### config.mk
export PLATFORM = sky130hd
export DESIGN_NAME = dmem_arbiter
export DESIGN_NICKNAME = d
export VERILOG_FILES = /design/src/rtl/dmem_arbiter_pkg.sv /design/src/rtl/dmem_arbiter_lane_align.sv /design/src/rtl/dmem_arbiter.sv
export SDC_FILE = /design/constraint.sdc
export NUM_CORES = 1
export LEC_CHECK = 0
export CAP_MARGIN = 20
export CELL_PAD_IN_SITES_DETAIL_PLACEMENT = 1
export CELL_PAD_IN_SITES_GLOBAL_PLACEMENT = 1
export CORE_MARGIN = 2
export CORE_UTILIZATION = 34
export CTS_BUF_LIST = sky130_fd_sc_hd__clkbuf_4
export CTS_CLUSTER_DIAMETER = 40
export DETAILED_ROUTE_END_ITERATION = 10
export HOLD_SLACK_MARGIN = 0.08
export PLACE_DENSITY_LB_ADDON = 0.05
export SYNTH_ARGS = -nofsm -noshare
export SYNTH_HDL_FRONTEND = slang
export SYNTH_SLANG_ARGS = --single-unit
### constraint.sdc
create_clock -name clock -period 4.43 [get_ports clock]
set_input_delay 0.886 -clock clock [delete_from_list [all_inputs] [get_ports clock]]
set_output_delay 0.886 -clock clock [all_outputs]
set_load 0.01 [all_outputs]
### src/rtl/dmem_arbiter_pkg.sv
// Shared data-memory types: bus command/size encodings, FU memory packet,
// and the arbiter's state and port enums.
package sys_defs;

  localparam int unsigned XLEN = 32;

  typedef enum logic [1:0] {
    BUS_NONE  = 2'h0,
    BUS_LOAD  = 2'h1,
    BUS_STORE = 2'h2
  } BUS_COMMAND;

  typedef enum logic [1:0] {
    BYTE   = 2'h0,
    HALF   = 2'h1,
    WORD   = 2'h2,
    DOUBLE = 2'h3
  } MEM_SIZE;

  typedef struct packed {
    BUS_COMMAND      command;
    logic [XLEN-1:0] addr;
    logic [XLEN-1:0] data;
    MEM_SIZE         size;
  } FU_MEM_PACKET;

  typedef enum logic [1:0] {
    IDLE    = 2'h0,
    ISSUE   = 2'h1,
    WAIT_LD = 2'h2,
    ACK     = 2'h3
  } ARB_STATE;

  typedef enum logic {
    PORT_LD = 1'b0,
    PORT_ST = 1'b1
  } ARB_PORT;

endpackage

### src/rtl/dmem_arbiter_lane_align.sv
// Byte-lane alignment between the XLEN core datapath and the 64-bit memory bus.
module mem_lane_align
  import sys_defs::*;
(
  input  logic [2:0]      addr_off,
  input  MEM_SIZE         st_size,
  input  logic [XLEN-1:0] st_data,
  input  logic [63:0]     rd_data,
  output logic [63:0]     st_lane,
  output logic [XLEN-1:0] ld_aligned
);

  logic [5:0]  shamt;
  logic [63:0] st_mask;
  logic [63:0] rd_shifted;

  always_comb begin
    shamt = {addr_off, 3'b000};
    case (st_size)
      BYTE:    st_mask = 64'h0000_0000_0000_00FF;
      HALF:    st_mask = 64'h0000_0000_0000_FFFF;
      WORD:    st_mask = 64'h0000_0000_FFFF_FFFF;
      default: st_mask = '1;
    endcase
    // Masking to size keeps unused lanes zero even if the FU leaves junk above the operand.
    st_lane    = (64'(st_data) & st_mask) << shamt;
    rd_shifted = rd_data >> shamt;
    ld_aligned = rd_shifted[XLEN-1:0];
  end

endmodule

### src/rtl/dmem_arbiter.sv
// Round-robin arbiter sharing one data-memory bus between the load and store
// FUs; one transaction outstanding, loads tracked by their bus tag.
module dmem_arbiter
  import sys_defs::*;
#(
  parameter int TAG_BITS = 4
) (
  input  logic                clock,
  input  logic                reset,
  input  logic                ld_req,
  input  FU_MEM_PACKET        ld_mem_packet,
  output logic                ld_ack,
  output logic [XLEN-1:0]     ld_data,
  input  logic                st_req,
  input  FU_MEM_PACKET        st_mem_packet,
  output logic                st_ack,
  input  logic                squash,
  output BUS_COMMAND          proc2Dmem_command,
  output logic [XLEN-1:0]     proc2Dmem_addr,
  output logic [63:0]         proc2Dmem_data,
  output MEM_SIZE             proc2Dmem_size,
  input  logic [TAG_BITS-1:0] Dmem2proc_response,
  input  logic [63:0]         Dmem2proc_data,
  input  logic [TAG_BITS-1:0] Dmem2proc_tag
);

  ARB_STATE            state_q, state_d;
  ARB_PORT             prio_q, prio_d;
  ARB_PORT             hold_port_q, hold_port_d;
  FU_MEM_PACKET        hold_pkt_q, hold_pkt_d;
  logic [TAG_BITS-1:0] tag_q, tag_d;
  logic [XLEN-1:0]     cap_q, cap_d;

  ARB_PORT             winner;
  logic [63:0]         st_lane;
  logic [XLEN-1:0]     ld_aligned;

  mem_lane_align u_align (
    .addr_off   (hold_pkt_q.addr[2:0]),
    .st_size    (hold_pkt_q.size),
    .st_data    (hold_pkt_q.data),
    .rd_data    (Dmem2proc_data),
    .st_lane    (st_lane),
    .ld_aligned (ld_aligned)
  );

  always_ff @(posedge clock) begin
    if (reset) begin
      state_q     <= IDLE;
      prio_q      <= PORT_LD;
      hold_port_q <= PORT_LD;
      hold_pkt_q  <= '0;
      tag_q       <= '0;
      cap_q       <= '0;
    end else begin
      state_q     <= state_d;
      prio_q      <= prio_d;
      hold_port_q <= hold_port_d;
      hold_pkt_q  <= hold_pkt_d;
      tag_q       <= tag_d;
      cap_q       <= cap_d;
    end
  end

  always_comb begin
    state_d           = state_q;
    prio_d            = prio_q;
    hold_port_d       = hold_port_q;
    hold_pkt_d        = hold_pkt_q;
    tag_d             = tag_q;
    cap_d             = cap_q;
    winner            = PORT_LD;
    ld_ack            = 1'b0;
    st_ack            = 1'b0;
    ld_data           = '0;
    proc2Dmem_command = BUS_NONE;
    proc2Dmem_addr    = '0;
    proc2Dmem_data    = '0;
    proc2Dmem_size    = BYTE;

    case (state_q)
      IDLE: begin
        if (!squash && (ld_req || st_req)) begin
          winner      = (ld_req && (!st_req || prio_q == PORT_LD)) ? PORT_LD : PORT_ST;
          hold_port_d = winner;
          hold_pkt_d  = (winner == PORT_LD) ? ld_mem_packet : st_mem_packet;
          state_d     = ISSUE;
        end
      end
      ISSUE: begin
        proc2Dmem_command = hold_pkt_q.command;
        proc2Dmem_addr    = hold_pkt_q.addr;
        proc2Dmem_size    = hold_pkt_q.size;
        proc2Dmem_data    = (hold_port_q == PORT_ST) ? st_lane : '0;
        if (squash && hold_port_q == PORT_LD) begin
          tag_d   = '0;
          state_d = IDLE;
        end else if (Dmem2proc_response != '0) begin
          if (hold_port_q == PORT_ST) begin
            state_d = ACK;
          end else begin
            tag_d   = Dmem2proc_response;
            state_d = WAIT_LD;
          end
        end
      end
      WAIT_LD: begin
        if (squash) begin
          tag_d   = '0;
          state_d = IDLE;
        end else if (tag_q != '0 && Dmem2proc_tag == tag_q) begin
          cap_d   = ld_aligned;
          state_d = ACK;
        end
      end
      ACK: begin
        tag_d   = '0;
        state_d = IDLE;
        // A squashed load is dropped silently and does not count as a turn.
        if (hold_port_q == PORT_LD) begin
          if (!squash) begin
            ld_ack  = 1'b1;
            ld_data = cap_q;
            prio_d  = PORT_ST;
          end
        end else begin
          st_ack = 1'b1;
          prio_d = PORT_LD;
        end
      end
      default: state_d = IDLE;
    endcase

    if (reset) begin
      ld_ack            = 1'b0;
      st_ack            = 1'b0;
      ld_data           = '0;
      proc2Dmem_command = BUS_NONE;
      proc2Dmem_addr    = '0;
      proc2Dmem_data    = '0;
      proc2Dmem_size    = BYTE;
    end
  end

endmodule

; ---- Word-level counts from Yosys, hierarchy flattened
; Index checks and enable logic that the tools add are counted.
; Widths: inputs -> output; s select.
[op_classes]
addsub = 0
bitwise_logic = 4
eq_ne = 12
mul = 0
reduce_logical = 18
mux = 37
div = 0
shifts = 2
magnitude_cmp = 0
[ops]
columns = op, count
row1 = $mux 32, 6
row2 = $mux 64, 3
row3 = $pmux 64 s3, 1
row4 = $mux 68, 1
row5 = $and 32x64->64, 1
row6 = $shl 64x6->64, 1
row7 = $shr 64x6->32, 1
row8 = $mux 2, 9
row9 = $mux 4, 4
row10 = $pmux 4 s3, 1
row11 = $mux 1, 11
row12 = $ne 3x3->1 const B, 3
row13 = $pmux 2 s4, 1
row14 = $reduce_bool 4->1, 2
row15 = $eq 2x2->1 const B, 3
row16 = $reduce_and 3->1, 2
row17 = $eq 2x1->1 const B, 2
row18 = $eq 4x4->1, 1
row19 = $logic_and 1x1->1, 4
row20 = $logic_not 2->1, 2
row21 = $ne 2x2->1 const B, 2
row22 = $reduce_and 2->1, 2
row23 = $reduce_and 4->1, 1
row24 = $not 1->1, 3
row25 = 4 further kinds, 6
[totals]
romBits = 0
word_cells = 82
latchBits = 0
in_bits = 213
register_bits = 108
memories = 0
ramBits = 0
output_inout_bits = 134

; ---- Logic depth before layout (Yosys ltp)
[logic_depth]
depth_word = 7
depth_mapped = 8
depth_no_buf = 4

; ---- Cells and area by module
; From an unflattened synthesis, not the netlist that was laid out.
[hier_totals]
cells_unflattened = 983
area_unflattened_um2 = 8082.8
[modules_own_cells]
columns = mod, cells_each, area_each_um2, seq_area_each_um2, n_inst
row1 = dmem_arbiter, 645, 5771.8, 2162.1, 1
row2 = mem_lane_align, 338, 2311.0, 0.0, 1

; ---- Worst setup path after synthesis
; OpenSTA, ideal clock, no wires.
[synth_timing]
path_kind = in2out
start = in reset
end = out proc2Dmem_data[32]
setup_slack_ps = 1439
path_stages = 5
arrival_time_ps = 2105
n_path_buf = 1
required_time_ps = 3544
cell_sequence = buf_2 nand4bb_1 nor3_1 nand2_1 a21oi_1
[synth_via]
elab_chain_cells = 1
[synth_rtl]
columns = item, line_no
row1 = "start, declared", dmem_arbiter.sv:9  ; input logic reset,
row2 = $mux 64, dmem_arbiter.sv:134  ; if (reset) begin
row3 = "end, declared", dmem_arbiter.sv:20  ; output logic [63:0] proc2Dmem_data,
; Every way passes these cells.

; ---- Worst setup path after layout
[layout_timing]
start = reg state_q[0]
end = out proc2Dmem_data[27]
[layout_via]
elab_chain_cells = 3
[layout_rtl]
columns = item, line_no
row1 = "start, declared", dmem_arbiter.sv:27  ; ARB_STATE state_q, state_d;
row2 = "start signal, assigned", dmem_arbiter.sv:56  ; state_q <= state_d;
row3 = $eq 2x1->1, dmem_arbiter.sv:81  ; case (state_q)
row4 = $mux 64, dmem_arbiter.sv:81
row5 = $mux 64, dmem_arbiter.sv:134
; Every way passes these cells.

==> impl_metrics.py <==
metrics = {
    "run_status": {
        "status": "complete, no violations",
    },
    "timing": {
        "tns_ns": 0,
        "max_slew_margin_pct": 50.7,
        "fin_worst_skew_ns": 0.0227,
        "max_freq_ghz": 0.257,
        "hold_slack_ns": 0.493,
        "setup_viol": 0,
        "finalHoldViolCount": 0,
        "maxSlewViolCount": 0,
        "rsz0062_at_grt": "false",
        "tightestPinTransition_ns": 0.736,
        "timing.final.crit_share_pct": 87.9,
        "setup_slack_ns": 0.538,
        "period_needed_ns": 3.89,
    },
    "clock_network": {
        "clkSlewWorstSetupHoldPaths_ns": 0.20,
        "cts_root_buffer": "clkbuf_4",
        "cts_tree": "done",
        "clock-sinks": 108,
        "cts_buffer_depth": 2,
        "cts_resized": 0,
        "cts_setup_buffers": 0,
        "clkLatencyLatePin_ns": 0.49,
        "hold_buffers": 0,
        "cts_inserted_buffers": 9,
        "htree_num_levels": 3,
    },
    "die": {
        "die_h_um": 157,
        "rows": 56,
        "start_util_pct": 34.2,
        "core_mm2": 0.0233,
        "ios": 347,
        "fp.dieArea_mm2": 0.0247,
        "die_width_um": 157,
    },
    "drt": {
        "drt_drc_violations_left": 0,
        "antenna_left": 0,
        "vias_per_cell": 5.47,
        "finalWirelength_um": 32300,
        "drt_iter0_drc": 358,
        "vias": 8436,
        "post_drt_wl_per_cell_um": 20.9,
        "first_pass_iters": 5,
    },
    "global_routing": {
        "overflow": 0,
        "antenna_found_initial": 2,
        "grt_pass1_vias": 8415,
        "grt_max_degree": 135,
        "grt_pass1_wl_um": 48300,
        "track_usage_pct": 25.3,
    },
    "final_layout": {
        "stdcell_count": 1543,
        "area_delta_synth_final_pct": 47.0,
        "fin_nets": 1430,
        "drive_gt1_share_pct": 7.36,
        "fin_area_mm2": 0.0117,
        "fin_util_pct": 50.3,
    },
    "yosys": {
        "yosysWarnings": 0,
        "postSynthAreaPerCell_um2": 8.51,
        "synth_area_mm2": 0.00797,
        "syn_nets": 1149,
        "yosysTopAreaCell": "dfxtp_1",
        "seq_area_frac_synth_pct": 27.1,
        "syn_inst": 936,
        "ys_types": 52,
        "async_reset_ff_share_pct": 0,
        "yosys.cell_count.top_type": "mux2i_1",
        "netlist_top_cells_count": "mux2i_1 (128), nor2_1 (109), dfxtp_1 (108)",
        "synth_flop_cell": "dfxtp_1",
        "synthTopCellsByArea": "dfxtp_1 (27%), mux2i_1 (16%), a211oi_1 (9.5%)",
        "synth_enable_flop_cells": 0,
        "netlist.area_leader.share_pct": 27.1,
        "ys_ff_latch": 108,
    },
    "critical_path": {
        "crit_type": "flip-flop to output pin",
        "path_max_fanout": 15,
        "cp-end-kind": "output pin",
        "required_ns": 3.54,
        "crit_arrival_ns": 3.01,
        "critPathLaunchType": "flip-flop",
    },
    "power_and_ir_drop": {
        "ir_drop_mv": 0.148,
        "p_total_mw": 2.53,
        "leakage_nw": 4.06,
        "p_per_area_mw_per_mm2": 216,
    },
    "place": {
        "dpl-instance-area_mm2": 0.0116,
        "gp_congestion": 0.872,
        "pre_cts_slack_ns": 0.650,
        "dp_cells": 1525,
        "portBuffers": 346,
        "dp_hpwl_um": 24200,
    },
    "job": {
        "cap_violations": 0,
    },
    "min_path": {
        "hold_path_class": "flip-flop to flip-flop",
    },
}
worst max-delay path: stages (launching register included):
cell,delay (ns)
dfxtp_1,0.65
nand4bb_1,0.21
buf_4,0.24
inv_1,0.08
nand2_1,0.34
buf_4,0.32
nor2_1,0.10
clkdlybuf4s50_1,0.55
path summary, 6_finish.rpt:
| path | from | to | slack (ns) | cells past startpoint |
|---|---|---|---|---|
| worst max-delay path | state_q[0] | proc2Dmem_data[27] | 0.54 | 7 |
| worst min-delay path | cap_q[8] | cap_q[8] | 0.49 | 2 |
| worst max register to register | hold_pkt_q[35] | cap_q[6] | 1.67 | 5 |
| worst min register to register | cap_q[8] | cap_q[8] | 0.49 | 2 |
sequential cells by signal, summed over array words and instances, names as in the netlist:
name         count
cap_q           32
hold_pkt_q      68
hold_port_q      1
prio_q           1
state_q          2
tag_q            4
cell families (layout without fill, tap and decap cells):
kind of cell	Yosys count	in the layout	share of synthesized area, %
flops	108	108	27.1
buf+inv	112	398	6.75
simple gates	304	304	20.3
compound gates	250	250	21.9
other cells	0	2	0
xor+xnor	4	4	0.440
mux	158	158	23.4
cells in the final DEF, fill, tap and decap left out, types with 3 or more instances in the layout:
cell	Yosys	layout
nand4_1	8	8
a31oi_1	33	33
nor3b_1	9	8
o311ai_0	8	8
nand2_1	45	45
o221ai_1	7	7
nor4_2	3	4
o21ai_0	42	42
inv_1	12	12
or4b_2	5	5
nor2_1	109	108
nor2b_1	19	19
dfxtp_1	108	105
nor3_1	4	3
a22o_1	12	12
xnor2_1	3	3
a22oi_1	25	25
clkdlybuf4s50_1	0	345
a21oi_1	8	8
buf_4	7	22
nand3b_1	8	8
mux4_2	22	22
mux2i_1	128	128
and2_1	75	75
clkbuf_4	0	10
a211oi_1	101	101
mux2_2	8	8
o211ai_1	8	8
power by group:
part | internal [mW] | total (mW) | switching [mW]
clock | 0.135 | 0.515 | 0.380
sequential | 1.04 | 1.13 | 0.0866
combinational | 0.444 | 0.887 | 0.443
total | 1.62 | 2.53 | 0.910
cell type report:
type | instances | area (µm²)
Tap cell | 319 | 399
Inverter | 13 | 48.8
Sequential cell | 108 | 2170
Clock inverter | 6 | 56.3
Antenna cell | 2 | 5.00
Fill cell | 2738 | 11600
Clock buffer | 10 | 75.1
Timing Repair Buffer | 369 | 3660
Multi-Input combinational cell | 716 | 5300
per-layer routing:
metal  global-route usage [%]  vias to the layer above  routed length (µm)
li1                         -                     4034                   -
met1                     30.6                     4098               13300
met2                     45.2                      270               16300
met3                     5.56                       34                1970
met4                     6.88                        0                 709
met5                        0                        -                   0
Power figures use the tool's default switching activity.
